`src/rtl/cycle_sequencer_pkg.sv`:
```
// Shared encodings for the instruction-cycle sequencer: FSM states, opcode classes, beat phases.
package cycle_sequencer_pkg;

    typedef enum logic [2:0] {
        SYNC   = 3'd0,
        FETCH  = 3'd1,
        DECODE = 3'd2,
        EXEC   = 3'd3,
        HALT   = 3'd4,
        ERR    = 3'd5
    } state_t;

    localparam logic [1:0] CLS_ALU   = 2'b00;
    localparam logic [1:0] CLS_LOAD  = 2'b01;
    localparam logic [1:0] CLS_STORE = 2'b10;
    localparam logic [1:0] CLS_JMP   = 2'b11;

    localparam logic [1:0] PH_T1 = 2'd0;
    localparam logic [1:0] PH_T2 = 2'd1;
    localparam logic [1:0] PH_T3 = 2'd2;
    localparam logic [1:0] PH_T4 = 2'd3;

    localparam logic [7:0] HALT_OP_DEF = 8'hFF;

endpackage

```
`src/rtl/cycle_sequencer_phase_checker.sv`:
```
// Tracks the t1..t4 rotation: locks on the first lone t1, then flags any beat that is not the expected one-hot.
module cycle_sequencer_phase_checker
    import cycle_sequencer_pkg::*;
(
    input  logic       clk,
    input  logic       reset,
    input  logic       t1,
    input  logic       t2,
    input  logic       t3,
    input  logic       t4,
    output logic       locked,
    output logic       beat_ok,
    output logic [1:0] phase
);

    logic [3:0] tv;
    logic [3:0] exp_vec;
    logic [1:0] exp_ph;

    assign tv      = {t1, t2, t3, t4};
    assign exp_vec = 4'b1000 >> exp_ph;

    // Before lock only a lone t1 counts as a beat; anything else is ignored while waiting.
    always_comb begin
        if (locked) begin
            beat_ok = (tv == exp_vec);
            phase   = exp_ph;
        end else begin
            beat_ok = (tv == 4'b1000);
            phase   = PH_T1;
        end
    end

    always_ff @(posedge clk or posedge reset) begin
        if (reset) begin
            locked <= 1'b0;
            exp_ph <= PH_T1;
        end else if (beat_ok) begin
            locked <= 1'b1;
            exp_ph <= phase + 2'd1;
        end
    end

endmodule

```
`src/rtl/cycle_sequencer.sv`:
```
// CISC instruction-cycle sequencer: FETCH/DECODE/EXEC stepped by the t1..t4 beat,
// phase-decoded datapath strobes, HALT detection and sticky beat-error freeze.
module cycle_sequencer
    import cycle_sequencer_pkg::*;
#(
    parameter int             OPW     = 8,
    parameter logic [OPW-1:0] HALT_OP = HALT_OP_DEF,
    parameter int             CNT_W   = 16
) (
    input  logic             clk,
    input  logic             reset,
    input  logic             t1,
    input  logic             t2,
    input  logic             t3,
    input  logic             t4,
    input  logic [OPW-1:0]   ir,
    output logic             mem_rd,
    output logic             mem_wr,
    output logic             ir_load,
    output logic             pc_inc,
    output logic             pc_load,
    output logic             alu_en,
    output logic             reg_wr,
    output logic             halted,
    output logic             phase_err,
    output logic [CNT_W-1:0] retired
);

    state_t     state;
    state_t     eff;
    logic [1:0] cls;
    logic       locked;
    logic       beat_ok;
    logic [1:0] phase;
    logic       viol;
    logic       at_t4;

    cycle_sequencer_phase_checker u_chk (
        .clk     (clk),
        .reset   (reset),
        .t1      (t1),
        .t2      (t2),
        .t3      (t3),
        .t4      (t4),
        .locked  (locked),
        .beat_ok (beat_ok),
        .phase   (phase)
    );

    assign viol  = locked & ~beat_ok;
    assign at_t4 = beat_ok & (phase == PH_T4);
    // The lock beat already behaves as FETCH t1 so the first mem_rd is not lost.
    assign eff   = (state == SYNC && beat_ok) ? FETCH : state;

    always_ff @(posedge clk or posedge reset) begin
        if (reset) begin
            state     <= SYNC;
            cls       <= CLS_ALU;
            halted    <= 1'b0;
            phase_err <= 1'b0;
            retired   <= '0;
        end else if (viol) begin
            state     <= ERR;
            phase_err <= 1'b1;
        end else begin
            case (state)
                SYNC:   if (beat_ok) state <= FETCH;
                FETCH:  if (at_t4) state <= DECODE;
                DECODE: if (at_t4) begin
                    cls <= ir[OPW-1:OPW-2];
                    if (ir == HALT_OP) begin
                        state   <= HALT;
                        halted  <= 1'b1;
                        retired <= retired + CNT_W'(1);
                    end else begin
                        state <= EXEC;
                    end
                end
                EXEC:   if (at_t4) begin
                    retired <= retired + CNT_W'(1);
                    state   <= FETCH;
                end
                default: ;
            endcase
        end
    end

    always_comb begin
        mem_rd  = 1'b0;
        mem_wr  = 1'b0;
        ir_load = 1'b0;
        pc_inc  = 1'b0;
        pc_load = 1'b0;
        alu_en  = 1'b0;
        reg_wr  = 1'b0;
        if (beat_ok && !reset) begin
            case (eff)
                FETCH: begin
                    mem_rd  = (phase == PH_T1);
                    ir_load = (phase == PH_T3);
                    pc_inc  = (phase == PH_T4);
                end
                EXEC: begin
                    case (cls)
                        CLS_ALU: begin
                            alu_en = (phase == PH_T2);
                            reg_wr = (phase == PH_T3);
                        end
                        CLS_LOAD: begin
                            mem_rd = (phase == PH_T1);
                            reg_wr = (phase == PH_T3);
                        end
                        CLS_STORE: mem_wr  = (phase == PH_T2);
                        default:   pc_load = (phase == PH_T4);
                    endcase
                end
                default: ;
            endcase
        end
    end

endmodule
```
`config.mk`:
```
export PLATFORM = sky130hd
export DESIGN_NAME = cycle_sequencer
export DESIGN_NICKNAME = d
export VERILOG_FILES = /design/src/rtl/cycle_sequencer_pkg.sv /design/src/rtl/cycle_sequencer_phase_checker.sv /design/src/rtl/cycle_sequencer.sv
export SDC_FILE = /design/constraint.sdc
export NUM_CORES = 1
export LEC_CHECK = 0
export ABC_CLOCK_PERIOD_IN_PS = 2200
export CAP_MARGIN = 40
export CORE_ASPECT_RATIO = 0.5
export CORE_UTILIZATION = 48
export CTS_BUF_LIST = sky130_fd_sc_hd__clkbuf_16
export DETAILED_ROUTE_END_ITERATION = 10
export PLACE_DENSITY = 0.79
export SETUP_SLACK_MARGIN = 0.2
export SYNTH_ARGS = -nofsm -noshare
export SYNTH_HDL_FRONTEND = slang
export SYNTH_SLANG_ARGS = --single-unit
```
`constraint.sdc`:
```
create_clock -name clk -period 2.2 [get_ports clk]
set_input_delay 0.44 -clock clk [delete_from_list [all_inputs] [get_ports clk]]
set_output_delay 0.44 -clock clk [all_outputs]
set_load 0.005 [all_outputs]
```
==> results by group, run 1 <==
Floorplan
  – Initial core utilization: 0.533
  – Die Y: 40.9 um
  – Die width: 79.9 um
  – Site Rows: 13
  – I/O Pins: 39

Synth
  – Synth Cell Area: 1460 um^2
  – Synth async-reset ratio: 1.00
  – Cells after Synth: 145
  – Top post-synthesis cells by area: dfrtp_1 45%, xor2_1 7.2%, ha_1 4.3%
  – Post-synth EDFFs: 0
  – Synth Flop Type: dfrtp_1
  – Synth Area in Compound Gates: 0.0671
  – Synth Area in XOR/XNOR: 0.0963
  – Yosys top cell by area: dfrtp_1
  – Post-synth top area share: 0.447
  – Seq/Total Area, Yosys: 0.447
  – Mux share of post-synthesis cell area: 0.0387
  – Count leader, synth: dfrtp_1
  – Area share of and/or/nand/nor cells after synthesis: 0.267
  – #FFs+latches synth: 26
  – Distinct cells, synth: 36
  – Ys Warns: 0
  – Largest family of logic cells by synthesized area: simple AND/OR/NAND/NOR gates
  – Most common library cells after synthesis: 26 x dfrtp_1, 12 x xor2_1, 11 x nand2_1, 11 x nor2_1, 10 x nor3_1
  – Mapped Avg Cell Area: 10.0 um^2
  – Post-Syn Nets: 164
  – Adder-Cell Fraction of Synth Area: 0.0430

GRT
  – Largest net degree at the start of global routing: 27
  – Initial antenna violation count: 2

CTS
  – Clock Tree Buf Depth: 2
  – H-tree depth: 1
  – CTS Hold Buffers Added: 0
  – Clock Sinks: 26
  – CTS Root Cell: clkbuf_16
  – CTS Buf Count: 3

Run status
  – Exit stage: global routing (5_1_grt)
  – Error: [ERROR DPL-0033] detailed placement checks failed during check placement.
  – Status: did not finish

Placement
  – Placed insts: 242
  – Post-DP HPWL: 2.61 mm
  – GP Congestion: 0.834
  – Pre-CTS setup slack: -925 ps
  – IO buf count: 38

Timing
  – Worst endpoint type: top-level output
  – Post-GRT worst EP: mem_wr
[per-stage QoR]
| stage | setup TNS [ps] | cell area [um^2] |
|---|---|---|
| 4_1_cts | -970 | 2640 |
| 3_5_place_dp | -15030 | 2130 |
| 3_3_place_gp | -13000 | 2130 |
| 2_1_floorplan | 0 | 1520 |
[cells by family after synthesis]
family / Yosys count
flops: 26
simple gates: 68
mux: 5
compound gates: 12
fa+ha+maj: 5
buf+inv: 13
xor+xnor: 16
[timing repair]
action / in CTS
setup buffers: 13
gates resized for setup: 96
cloned: 1
pin swaps: 34
setup endpoints to repair: 32
==> run 2, diff against run 1 <==
- CORE_ASPECT_RATIO: 0.5 -> unset
- CORE_UTILIZATION: 48 -> 40
- CTS_BUF_LIST: sky130_fd_sc_hd__clkbuf_16 -> unset
- PLACE_DENSITY: 0.79 -> unset
- PLACE_DENSITY_LB_ADDON: unset -> 0.15
- SETUP_SLACK_MARGIN: 0.2 -> unset
==> run 2 against run 1 <==
The flow now finishes, with violations (negative setup slack). Synthesized area unchanged. Synthesized cell count unchanged.
==> results by group, run 2 <==
Synth
  – Post-synth top area share: 0.447 (unchanged)
  – #FFs+latches synth: 26 (unchanged)
  – Distinct cells, synth: 36 (unchanged)
  – Synth Area in XOR/XNOR: 0.0963 (unchanged)
  – Area share of and/or/nand/nor cells after synthesis: 0.267 (unchanged)
  – Mux share of post-synthesis cell area: 0.0387 (unchanged)
  – Largest family of logic cells by synthesized area: simple AND/OR/NAND/NOR gates (unchanged)
  – Mapped Avg Cell Area: 10.0 um^2 (unchanged)
  – Synth Flop Type: dfrtp_1 (unchanged)
  – Adder-Cell Fraction of Synth Area: 0.0430 (unchanged)
  – Seq/Total Area, Yosys: 0.447 (unchanged)
  – Count leader, synth: dfrtp_1 (unchanged)
  – Synth async-reset ratio: 1.00 (unchanged)
  – Top post-synthesis cells by area: dfrtp_1 45%, xor2_1 7.2%, ha_1 4.3% (unchanged)
  – Post-synth EDFFs: 0 (unchanged)
  – Synth Cell Area: 1460 um^2 (unchanged)
  – Most common library cells after synthesis: 26 x dfrtp_1, 12 x xor2_1, 11 x nand2_1, 11 x nor2_1, 10 x nor3_1 (unchanged)
  – Ys Warns: 0 (unchanged)
  – Post-Syn Nets: 164 (unchanged)
  – Synth Area in Compound Gates: 0.0671 (unchanged)
  – Yosys top cell by area: dfrtp_1 (unchanged)
  – Cells after Synth: 145 (unchanged)

CTS
  – Worst-path clk slew: 150 ps
  – H-tree depth: 1 (unchanged)
  – Clock Tree Buf Depth: 2 (unchanged)
  – Clk Latency, worst-skew pair: 330 ps
  – CTS tree: done
  – CTS Root Cell: clkbuf_4 (was clkbuf_16)
  – Clock Sinks: 26 (unchanged)
  – CTS Buf Count: 3 (unchanged)

Route
  – WL met1: 1.70 mm
  – Antenna-violating nets left: 0
  – Routed vias: 1,361
  – WL met2: 1.96 mm
  – Vias/cell: 5.30
  – DR top layer: met4
  – Wire length per cell: 14.9 um
  – Drt total wl: 3.82 mm
  – Starting DRT DRC Count: 32
  – Drt first pass iters: 4
  – DR WL met3: 98 um
  – DRC Markers: 0

Placement
  – GP Congestion: 0.904 (was 0.834)
  – Placed cell area: 2040 um^2 (was 2130 um^2)
  – Post-DP HPWL: 2.55 mm (was 2.61 mm)
  – IO buf count: 38 (unchanged)

Finish
  – Fill cells: 266
  – Antenna Cells: 0
  – Area grow syn2layout: 59.2%
  – Top flop regs: retired (16), state (3)
  – Share of cells above drive strength 1: 0.341
  – Most frequent cells in the layout: 29 x clkdlybuf4s50_1, 26 x dfrtp_1, 24 x buf_4
  – Max FFs per register: 16
  – Final Util: 0.678
  – Final instance area: 2320 um^2
  – Nets: 231
  – Most common cell after layout, fill and taps aside: clkdlybuf4s50_1
  – Largest Register: retired

Setup path
  – Startpoint class of the critical path: flip-flop
  – Reg-to-Reg End: cls[1]
  – FF-to-FF Start: u_chk.exp_ph[1]
  – CP required: 1760 ps
  – Critical Path Start: u_chk.exp_ph[1]
  – Worst reg2reg path depth: 7
  – Worst-path fanout max: 5
  – Worst Setup End Kind: output port
  – Critical Path AT: 2060 ps
  – R2R Setup Slk: 80 ps
  – Crit Path Category: flip-flop to output port

Floorplan
  – Die area: 3880 um^2
  – Die Y: 62.3 um (was 40.9 um)
  – Site Rows: 21 (was 13)
  – Initial core utilization: 0.426 (was 0.533)
  – I/O Pins: 39 (unchanged)
  – Die width: 62.3 um (was 79.9 um)
  – Core region area: 3420 um^2

Timing
  – Period minus WS final: 2500 ps
  – Worst-Margin Slew: 684 ps
  – Relative slew slack: 0.538
  – Setup slack after layout: -298 ps
  – Setup violators final: 7
  – Fmax achieved: 400 MHz
  – Final Cycle Share: 1.14
  – Worst Skew: 9.29 ps
  – Final hold viol count: 0
  – Setup TNS: -1440 ps
  – Slew Limit Fails: 0
  – Unrepaired setup endpoints after global routing: yes

Power and ir drop
  – P_leak: 0.00108 uW
  – Pwr dens: 621 nW/um^2
  – Peak supply drop: 0.000472 V

Min path
  – Hold Path Class: flip-flop to flip-flop
  – HP Start: retired[15]
  – Hold Path Depth: 1
  – Hold EP: retired[15]

GRT
  – All-Layer GR Usage: 0.198
  – First-pass GRT wire length: 6.11 mm
  – Vias in the first global route: 1,318
  – Largest net degree at the start of global routing: 27
  – Initial antenna violation count: 0
  – GRT overflow: 0

Run status
  – Status: finished with violations (was did not finish)
  – Violated checks: negative setup slack

Flow run
  – Max cap viols: 0
-- run 2: cell counts after synthesis --
No cell type changed its count.
-- run 2: through the flow --
stage | cells | total power (uW) | hold WS (ps) | worst slack (ps)
4_1_cts | 254 | 1370 | 480 | -274
3_5_place_dp | 246 | 988 | 450 | -975
5_1_grt | 257 | 1520 | 511 | -398
6_report | 257 | 1440 | 477 | -298
3_3_place_gp | 246 | 967 | 443 | -892
2_1_floorplan | 145 | 759 | 451 | 17.7
-- run 2: area by class of cell --
class / count / area, um^2 / area share
Clock buffer: 3 / 22.5 / 0.00972
Tap cell: 46 / 57.6 / 0.0248
Clock inverter: 1 / 30.0 / 0.0130
Multi-Input combinational cell: 106 / 925 / 0.399
Timing Repair Buffer: 67 / 602 / 0.260
Sequential cell: 26 / 651 / 0.281
Inverter: 8 / 30.0 / 0.0130
-- run 2: power breakdown --
part,total [uW],internal [uW],switching [uW]
logic,578,295,283
registers,524,504,20.2
clock network,336,184,152
-- run 2: how the worst max path moves through the flow --
stage                         to  slack (ps)
after floorplan           mem_rd          20
after global placement    alu_en        -890
after detailed placement  mem_rd        -970
after CTS                 mem_rd        -270
after global routing      mem_rd        -400
final                     mem_rd        -300
-- run 2: routing by layer --
metal,track usage,vias up
li1,-,649
met1,0.250,676
met2,0.349,29
met3,0.0349,7
met4,0.0523,0
met5,0,-
-- run 2: kinds of logic after synthesis --
kind of cell	count (synthesis)
buffers and inverters	13
multiplexers	5
XOR/XNOR	16
adder cells (fa/ha/maj)	5
AND/OR/NAND/NOR	68
AO/OA/AOI/OAI	12
flip-flops	26
-- run 2: repair_timing --
action,in CTS,in global routing
setup buffers,4,3
pin swaps,10,13
resized for setup,39,26
hold endpoints to repair,0,0
endpoints found under the setup margin,21,23
cloned,0,1
hold buffers,0,0
-- run 2: critical path, stage by stage, from the launching register on --
cell and delay [ps]:
dfrtp_1 400, or3b_1 370, a211oi_2 280, o21ai_2 160
buf_6 160, nor4b_4 200, buf_2 150
Note: power is estimated with default switching activity, not from simulation.
